<file path="src/rtl/pc_sequencer.sv">
`default_nettype none
// ============================================================================
// pc_sequencer: PC sequencing controller. Handles variable-length fetch,
// branch/loop/jump/return decisions and prioritised vectored interrupts.
// Revision: 1.0
// ============================================================================
module pc_sequencer #(
  parameter int MAX_LEN  = 2,
  parameter int NUM_IRQ  = 4,
  parameter int VEC_BASE = 1,
  localparam int LEN_W   = $clog2(MAX_LEN + 1),
  localparam int IDX_W   = (NUM_IRQ > 1) ? $clog2(NUM_IRQ) : 1
) (
  input  logic               clk,
  input  logic               reset,
  input  logic               stall,
  input  logic [3:0]         opcode,
  input  logic [1:0]         brx,
  input  logic [LEN_W-1:0]   instr_len,
  input  logic               z_flag,
  input  logic               n_flag,
  input  logic               c_flag,
  input  logic               v_flag,
  input  logic [NUM_IRQ-1:0] irq_req,
  input  logic               irq_en,
  output logic               pc_en,
  output logic               pc_load,
  output logic [1:0]         pc_src,
  output logic [1:0]         addr_src,
  output logic [IDX_W-1:0]   vec_idx,
  output logic [NUM_IRQ-1:0] irq_ack,
  output logic               flush,
  output logic               busy
);

  typedef enum logic [2:0] {
    S_RESET     = 3'd0,
    S_FETCH     = 3'd1,
    S_FETCH_EXT = 3'd2,
    S_DONE      = 3'd3,
    S_IRQ       = 3'd4
  } state_t;

  state_t             state_q, state_d;
  logic [LEN_W-1:0]   cnt_q, cnt_d;
  logic               loaded_q, loaded_d;
  logic [IDX_W-1:0]   vec_idx_q, vec_idx_d;
  logic [NUM_IRQ-1:0] irq_ack_q, irq_ack_d;

  logic [LEN_W-1:0]   eff_len;
  logic               irq_pending;
  logic [IDX_W-1:0]   irq_winner;
  logic               cond;
  logic               pc_loaded;
  logic               frozen;

  // VEC_BASE is added by the downstream address mux; only the index leaves here.
  logic unused_vec_base;
  assign unused_vec_base = (VEC_BASE != 0);

  always_comb begin
    if (instr_len == '0 || instr_len > LEN_W'(MAX_LEN)) begin
      eff_len = LEN_W'(1);
    end else begin
      eff_len = instr_len;
    end
  end

  // Lowest-index request wins.
  always_comb begin
    irq_winner = '0;
    for (int i = NUM_IRQ - 1; i >= 0; i--) begin
      if (irq_req[i]) begin
        irq_winner = IDX_W'(i);
      end
    end
  end

  assign irq_pending = irq_en && (|irq_req);

  always_comb begin
    case (brx)
      2'd0:    cond = z_flag;
      2'd1:    cond = n_flag;
      2'd2:    cond = c_flag;
      default: cond = v_flag;
    endcase
  end

  assign frozen = stall && (state_q != S_RESET);

  always_comb begin
    state_d   = state_q;
    cnt_d     = cnt_q;
    loaded_d  = loaded_q;
    vec_idx_d = vec_idx_q;
    irq_ack_d = '0;
    pc_en     = 1'b0;
    pc_load   = 1'b0;
    pc_src    = 2'b00;
    addr_src  = 2'b00;
    flush     = 1'b0;
    pc_loaded = 1'b0;

    case (state_q)
      S_RESET: begin
        pc_en    = 1'b1;
        pc_load  = 1'b1;
        pc_src   = 2'b01;
        addr_src = 2'b01;
        loaded_d = 1'b1;
        state_d  = S_FETCH;
      end
      S_FETCH: begin
        pc_en    = !loaded_q;
        cnt_d    = eff_len - LEN_W'(1);
        loaded_d = 1'b0;
        state_d  = (eff_len > LEN_W'(1)) ? S_FETCH_EXT : S_DONE;
      end
      S_FETCH_EXT: begin
        pc_en = 1'b1;
        cnt_d = cnt_q - LEN_W'(1);
        if (cnt_q <= LEN_W'(1)) begin
          state_d = S_DONE;
        end
      end
      S_DONE: begin
        state_d = S_FETCH;
        if (irq_pending) begin
          state_d   = S_IRQ;
          vec_idx_d = irq_winner;
          irq_ack_d = NUM_IRQ'(1) << irq_winner;
        end else if ((opcode == 4'd9 && cond) || (opcode == 4'd10 && !z_flag)) begin
          pc_loaded = 1'b1;
          pc_src    = 2'b00;
        end else if (opcode == 4'd11) begin
          pc_loaded = 1'b1;
          pc_src    = {1'b1, brx[1]};
        end
        if (pc_loaded) begin
          pc_en    = 1'b1;
          pc_load  = 1'b1;
          flush    = 1'b1;
          loaded_d = 1'b1;
        end
      end
      S_IRQ: begin
        pc_en    = 1'b1;
        pc_load  = 1'b1;
        pc_src   = 2'b01;
        addr_src = 2'b10;
        flush    = 1'b1;
        loaded_d = 1'b1;
        state_d  = S_FETCH;
      end
      default: begin
        state_d = S_RESET;
      end
    endcase

    // A stalled S_IRQ keeps its pending acknowledge for when the stall lifts.
    if (frozen) begin
      state_d   = state_q;
      cnt_d     = cnt_q;
      loaded_d  = loaded_q;
      vec_idx_d = vec_idx_q;
      irq_ack_d = irq_ack_q;
      pc_en     = 1'b0;
      pc_load   = 1'b0;
      flush     = 1'b0;
    end

    if (reset) begin
      state_d   = S_RESET;
      cnt_d     = '0;
      loaded_d  = 1'b1;
      vec_idx_d = '0;
      irq_ack_d = '0;
      pc_en     = 1'b1;
      pc_load   = 1'b1;
      pc_src    = 2'b01;
      addr_src  = 2'b01;
      flush     = 1'b0;
    end
  end

  always_ff @(posedge clk) begin
    state_q   <= state_d;
    cnt_q     <= cnt_d;
    loaded_q  <= loaded_d;
    vec_idx_q <= vec_idx_d;
    irq_ack_q <= irq_ack_d;
  end

  assign irq_ack = (reset || frozen) ? '0 : irq_ack_q;
  assign vec_idx = reset ? '0 : vec_idx_q;
  assign busy    = reset || (state_q != S_FETCH);

endmodule
`default_nettype wire
</file>
<file path="config.mk">
export PLATFORM = sky130hd
export DESIGN_NAME = pc_sequencer
export DESIGN_NICKNAME = d
export VERILOG_FILES = /design/src/rtl/pc_sequencer.sv
export SDC_FILE = /design/constraint.sdc
export NUM_CORES = 1
export LEC_CHECK = 0
export BUFFER_PORTS_ARGS = -buffer_cell sky130_fd_sc_hd__buf_2
export CORE_MARGIN = 3
export CORE_UTILIZATION = 35
export DETAILED_ROUTE_END_ITERATION = 8
export PLACE_DENSITY = 0.67
export SYNTH_ARGS = -nofsm -noshare
export SYNTH_HDL_FRONTEND = slang
export SYNTH_SLANG_ARGS = --single-unit
</file>
<file path="constraint.sdc">
create_clock -name clk -period 2.75 [get_ports clk]
set_input_delay 0.1375 -clock clk [delete_from_list [all_inputs] [get_ports clk]]
set_output_delay 0.1375 -clock clk [all_outputs]
set_load 0.1 [all_outputs]
</file>
# Yosys cells after proc, flatten, opt, wreduce, memory -nomap -nowiden
# Index checks and enable logic that the tools add are counted.
[totals]
reg_bits = 12
in_bits = 20
out_inout_bits = 14
elab_cells = 85
[op_classes]
n_addsub = 2
n_lt_le_gt_ge = 3
eq_ne = 12
shifts = 1
muxes = 38
bitwise_logic = 1
n_reduce_logical = 23
[ops]
columns = ["operator", "n"]
rows = [
  ["2-bit 2-to-1 mux", 11],
  ["1-bit 2-to-1 mux", 13],
  ["4-bit == test (second input constant)", 3],
  ["4-bit 2-to-1 mux", 3],
  ["2-bit one-hot mux with 2 select lines", 3],
  ["3-bit one-hot mux with 4 select lines", 1],
  ["1-bit one-hot mux with 3 select lines", 3],
  ["3-bit by 2-bit == test with 1-bit output (second input constant)", 2],
  ["3-bit 2-to-1 mux", 2],
  ["3-bit AND reduction", 2],
  ["3-bit nonzero test", 2],
  ["1-bit logical AND", 4],
  ["2-bit logical NOT", 2],
  ["1-bit logical OR", 4],
  ["2-bit inequality test (second input constant)", 2],
  ["1-bit one-hot mux with 2 select lines", 2],
  ["2-bit AND reduction", 2],
  ["4-bit OR reduction", 1],
  ["1-bit by 2-bit << shifter with 4-bit output (first input constant)", 1],
  ["2-bit by 1-bit subtractor with 2-bit output (second input constant)", 2],
  ["3-bit by 1-bit == test with 1-bit output (second input constant)", 1],
  ["3-bit == test (second input constant)", 1],
  ["3-bit logical NOT", 1],
  ["3-bit by 1-bit inequality test with 1-bit output (second input constant)", 1],
  ["10 further kinds", 11],
]

# Longest topological paths before layout
# Gate-level depths: netlist of the first run.
[depth]
depth_word = 11
mapped_depth = 6
mapped_depth_nobuf = 6

# Worst setup path after synthesis of the first run
# OpenSTA, ideal clock, no wires.
[synth_path]
path_kind = "reg2out"
from = "register state_q[1]"
to = "output port pc_src[0]"
arrival_ns = 3.023
t_required_ns = 2.612
path_slack_ns = -0.411
path_stages_with_launch = 6
n_path_buf = 1
cell_sequence = "dfxtp_1 -> clkbuf_1 -> nand2_1 -> nor3_1 -> nand3_1 -> o21ai_0"
[synth_via]
elab_chain_len = 4
elab_cells_between_ends = 6
cone_classes = "eq/ne: 2; mux: 2; reduce/logical: 2"
[synth_lines]
columns = ["element", "line_no", "text"]
rows = [
  ["start, declared", "44", "state_t state_q, state_d;"],
  ["start signal, assigned", "188", "state_q <= state_d;"],
  ["3-bit == test or 3-bit logical NOT (tied branches)", "105", "case (state_q)"],
  ["2-bit OR reduction (no line)", "-", ""],
  ["2-bit one-hot mux with 2 select lines (*)", "105", ""],
  ["2-bit 2-to-1 mux (*)", "173", "if (reset) begin"],
  ["end, declared", "28", "output logic [1:0] pc_src,"],
]
# Mark *: on every way between the ends. The rest lies on a longest branch, timed or not.

# Final worst setup path of the first run
[layout_path]
from = "register state_q[2]"
to = "output port flush"
[layout_via]
elab_chain_len = 4
elab_cells_between_ends = 7
cone_classes = "eq/ne: 2; mux: 3; reduce/logical: 2"
[layout_lines]
columns = ["element", "line_no", "text"]
rows = [
  ["3-bit == test (tied with other cells)", "105", ""],
  ["1-bit one-hot mux with 2 select lines or 1-bit logical AND (tied branches)", "105, 90", ""],
  ["1-bit 2-to-1 mux (*)", "162", "if (frozen) begin"],
  ["1-bit 2-to-1 mux (*)", "173", ""],
  ["end, declared", "32", "output logic flush,"],
]
# Marked as above.

==> results of run 1 <==
==> metrics by stage <==
step,utilization,hold WS [ps],cells
final,0.471,170,178
after global placement,0.455,438,174
after detailed placement,0.455,446,174
after floorplan,-,301,120
after CTS,0.471,161,178
after global routing,0.471,170,178
==> area by class of cell <==
| cell class | instances | area [sq um] | share of cell area |
|---|---|---|---|
| Tap cell | 28 | 35.0 | 0.0330 |
| Multi-Input combinational cell | 96 | 567 | 0.534 |
| Clock buffer | 4 | 36.3 | 0.0342 |
| Timing Repair Buffer | 33 | 165 | 0.155 |
| Inverter | 5 | 18.8 | 0.0177 |
| Sequential cell | 12 | 240 | 0.226 |
==> layout by cell type (no fill, tap or decap), drive strengths merged, types with 3 or more instances in the layout <==
master and count:
or2 3, dfxtp 12, nor3 4, clkbuf 4
mux2 3, nor2 15, buf 33, nand2b 5
and2 4, a21oi 15, o21ai 5, nand2 16
nor2b 4, nand3 5, inv 5
==> worst max-delay path by stage <==
stage                       end  slack (ps)
final                     flush         380
after global routing      flush         220
after CTS                 flush         390
after detailed placement  flush         720
after global placement    flush         790
after floorplan           flush           5
==> sequential cells by signal, indices dropped and copies added (netlist names) <==
| register | cells |
|---|---|
| irq_ack_q | 4 |
| state_q | 3 |
| cnt_q | 2 |
| vec_idx_q | 2 |
| loaded_q | 1 |
==> cells in the mapped netlist (2+ instances only) <==
| master | count |
|---|---|
| or2_2 | 3 |
| nand3b_1 | 2 |
| nand3_1 | 5 |
| and2_1 | 4 |
| nand2_1 | 16 |
| a32oi_1 | 2 |
| clkbuf_1 | 5 |
| o21ai_0 | 5 |
| mux2_2 | 3 |
| o211ai_1 | 2 |
| nor2_1 | 15 |
| dfxtp_1 | 12 |
| buf_2 | 2 |
| nor3_1 | 3 |
| nand2b_1 | 5 |
| inv_1 | 5 |
| a21oi_1 | 15 |
| nor2b_1 | 4 |
==> worst reg2reg max path: cells and delay by family, from the launching register on <==
| kind | cells | cell delay [ps] |
|---|---|---|
| flops | 1 | 630 |
| simple gates | 2 | 610 |
| compound gates | 2 | 320 |
==> routing by layer <==
layer  routed length, um  track usage  vias to the layer above
li1                    -            -                      482
met1                1030        0.177                      419
met2                 930        0.221                       34
met3                 143       0.0350                        4
met4                  31       0.0833                        0
met5                   0            0                        -
==> power by group <==
part,switching (uW),total (uW),internal (uW)
sequential,14.9,196,181
combinational,101,147,45.4
clock,63.8,144,80.5
==> logic make-up after synthesis <==
family          share of synthesized area
buf+inv                            0.0556
mux                                0.0512
fa+ha+maj                          0.0146
flops                               0.281
simple gates                        0.356
compound gates                      0.242
==> flow_summary.yaml, run 1 <==
run_status:
  status: "complete, no violations"
min_path:
  hp-class: "in -> reg"
  min_delay_path_depth: 3
  hp-start: "irq_req[2]"
  holdPathEnd: "irq_ack_q[2]$_SDFFE_PP0N_"
place:
  place_ws_ps: 719
  place_congestion: 0.829
  dpl-instance-area_sq_um: 1030
  post-dp-hpwl_um: 1620
  io_buffers: 33
sta:
  tns_ps: 0
  period_minus_slack_ps: 2370
  layout_worst_path_cycle_share: 0.860
  finalSetupViolCount: 0
  hold_viol: 0
  rsz0062_at_grt: "false"
  fmax_ghz: 0.423
  finClkSkew_ps: 2.78
  slew_violations: 0
  tightest_slew_ps: 483
  relSlewSlack: 0.678
  layout_setup_ws_ps: 384
logic_synthesis:
  async_flop_share: 0
  ys.warnings.count: 0
  avgSynthCellArea_sq_um: 7.12
  synth_top_area_share: 0.281
  synth_area_sq_um: 855
  synth_top_cell_by_area: "dfxtp_1"
  ys_types: 30
  synth_nets: 141
  synth-seq-cells: 12
  ys.flop_type: "dfxtp_1"
  synth.area.top_cells: "dfxtp_1, a21oi_1, nand2_1"
  syn_inst: 120
  synth_edf_count: 0
  ys_seq_area_frac: 0.281
clocking:
  clkLatencyLatePin_ps: 280
  cts_hold_buf: 0
  clk_path_buf_depth: 2
  numCtsBuffers: 3
  htreeDepth: 1
  postCtsSetupBuffers: 0
  clockRootBuffer: "clkbuf_4"
  cts.clk_slew.worst_paths_ps: 80
  post_cts_resized: 0
  cts_sinks: 12
  cts_tree: "done"
setup_path:
  max_stage_delay_ps: 450
  crit_buf_inv: 1
  rrSetupSlack_ps: 1130
  timing.rr.end: "irq_ack_q[3]$_SDFFE_PP0N_"
  worstSetupEndpointType: "output port"
  crit_required_ps: 2610
  arrival_ps: 2230
  cp-startpoint: "state_q[2]$_SDFFE_PP0P_"
  r2r_cells: 4
  timing.rr.start: "state_q[1]$_SDFFE_PP0P_"
  worst-path-stages: 5
  crit_chain: "nor2_1 > nand3_1 > a311o_1 > a21oi_1 > buf_2"
  startpoint_type: "flop"
  worstSetupPathType: "reg -> out"
  crit_path_max_fanout: 12
  cp_top_family: "compound AO/OA/AOI/OAI gates"
  critPathSlowestCell: "buf_2"
floorplan:
  design.die.area_sq_um: 3070
  initial_utilization: 0.379
  die-width_um: 55.4
  pin_count: 34
  die_h_um: 55.4
  core-area_sq_um: 2250
  std_cell_rows: 17
power_and_ir_drop:
  p_leak_uw: 0.000444
  peakVddDrop_mv: 0.193
  powerDensity_nw_per_um2: 459
  fin_total_pwr_uw: 487
flow_run:
  cap_violations: 0
layout:
  drive_gt1_frac: 0.313
  insertedDiodeCount: 0
  final_cell_area_sq_um: 1060
  nets: 172
  fillers: 248
  syn_to_final_growth_pct: 24.3
drt:
  drtPass1Iterations: 4
  wl_per_cell_um: 12.0
  vias: 939
  drc: 0
  routed_wl_um: 2140
  avgViaCountPerCell: 5.28
  drtAntennaViolNets: 0
  drt_iter0_drc: 16
global_routing:
  grtUsageTotal: 0.143
  grt_pass1_wl_um: 3580
  grt_start_max_net_pins: 23
  grt_pass1_vias: 867
  antenna_found_initial: 0
  grt.overflow.total: 0
Note: power is estimated with default switching activity, not from simulation.
==> run 2: changes to the inputs <==
CORE_UTILIZATION = 45   (was 35)
PLACE_DENSITY = 0.81   (was 0.67)
==> flow_summary.yaml, run 2 (synthesis results as in run 1) <==
layout:
  final_cells: 175
  top_regs: "irq_ack_q: 4 flops, state_q: 3 flops"
  insertedDiodeCount: 0
  mostFrequentLayoutCells: "buf_2, nand2_1, nor2_1, a21oi_1, dfxtp_1"
  final_common_cell: "buf_2"
  fillers: 179
  post-route-util: 0.600
  nets: 172
  top_register: "irq_ack_q"
  multi_input_area_sq_um: 567
  drive_gt1_frac: 0.313
  syn_to_final_growth_pct: 23.9
  largest_reg_flops: 4
  final-seq-area_sq_um: 240
sta:
  finalSetupViolCount: 0
  period_minus_slack_ps: 2370
  tns_ps: 0
  relSlewSlack: 0.677
  hold_viol: 0
  slew_violations: 0
  rsz0062_at_grt: "false"
  layout_worst_path_cycle_share: 0.862
  tightest_slew_ps: 488
  finClkSkew_ps: 2.66
  whs_ps: 172
  fmax_ghz: 0.422
drt:
  highest_layer: "met4"
  routed_wl_um: 2010
  vias: 929
  wl_met3_um: 112
  drt_iter0_drc: 17
  drtAntennaViolNets: 0
  wl_per_cell_um: 11.5
  drtPass1Iterations: 4
  route.met2.wl_um: 910
  drc: 0
  wl_met1_um: 945
  avgViaCountPerCell: 5.31
clocking:
  cts_tree: "done"
  cts_hold_buf: 0
  clk_path_buf_depth: 2
  clockRootBuffer: "clkbuf_4"
  clkLatencyLatePin_ps: 290
  numCtsBuffers: 3
  postCtsSetupBuffers: 0
  cts.clk_slew.worst_paths_ps: 80
  post_cts_resized: 0
  cts_sinks: 12
  htreeDepth: 1
floorplan:
  core-area_sq_um: 1760
  pin_count: 34
  std_cell_rows: 15
  die-width_um: 49.6
  design.die.area_sq_um: 2460
  die_h_um: 49.6
  initial_utilization: 0.484
place:
  dpl.cell_count: 171
  io_buffers: 33
  place_congestion: 0.803
  post-dp-hpwl_um: 1530
setup_path:
  worstSetupPathType: "reg -> out"
  cp_top_family: "simple AND/OR/NAND/NOR gates"
  critPathSlowestCell: "buf_2"
  arrival_ps: 2230
  crit_required_ps: 2610
  rrSetupSlack_ps: 1160
  crit_path_max_fanout: 12
  startpoint_type: "flop"
  max_stage_delay_ps: 440
  crit_chain: "nor2_1 > nand3_1 > a311o_1 > a21oi_1 > buf_2"
  crit_buf_inv: 1
  worstSetupEndpointType: "output port"
power_and_ir_drop:
  powerDensity_nw_per_um2: 465
  p_leak_uw: 0.000444
  peakVddDrop_mv: 0.224
global_routing:
  antenna_found_initial: 0
  grtUsageTotal: 0.186
  grt.overflow.total: 0
  grt_pass1_vias: 852
  grt_pass1_wl_um: 3580
  grt_start_max_net_pins: 23
min_path:
  hp-class: "in -> reg"
run_status:
  status: "complete, no violations"
flow_run:
  cap_violations: 0
run 2: cell counts in the layout (fill, tap and decap cells not counted):
No cell type changed its count.
run 2: layout make-up:
type / instances / share of cell area
tap: 25 / 0.0296
inverter: 5 / 0.0177
timing repair buffer: 33 / 0.156
multi-input combinational: 96 / 0.535
sequential: 12 / 0.227
clock buffer: 4 / 0.0343
run 2: worst reg2reg max path, cell delays in order (launching register included):
cell	delay, ps
dfxtp_1	620
nand2_1	230
nor3_2	360
o2111ai_1	160
a21oi_1	150
run 2: routing by layer:
layer / GRT usage / vias to the layer above
met4: 0.120 / 0
met1: 0.230 / 410
met2: 0.289 / 33
met3: 0.0393 / 5
li1: - / 481
met5: 0 / -
run 2: stage by stage:
stage	power (uW)	worst slack, ps	cell area [sq um]
after floorplan	310	4.87	855
after global placement	344	804	1020
after detailed placement	346	727	1020
after CTS	494	395	1060
after global routing	518	218	1060
final	493	379	1060
run 2: power breakdown:
| part | internal, uW | switching [uW] |
|---|---|---|
| sequential | 181 | 15.2 |
| combinational | 45.4 | 101 |
| clock | 80.7 | 68.9 |
run 2: final timing paths:
check | start | endpoint | cells after the start
worst min-delay path | irq_en | irq_ack_q[0]$_SDFFE_PP0N_ | 3
worst min register to register | vec_idx_q[0]$_SDFFE_PP0P_ | vec_idx_q[0]$_SDFFE_PP0P_ | 2
worst max register to register | state_q[0]$_SDFFE_PP0P_ | irq_ack_q[3]$_SDFFE_PP0N_ | 4
worst max-delay path | state_q[2]$_SDFFE_PP0P_ | flush | 5
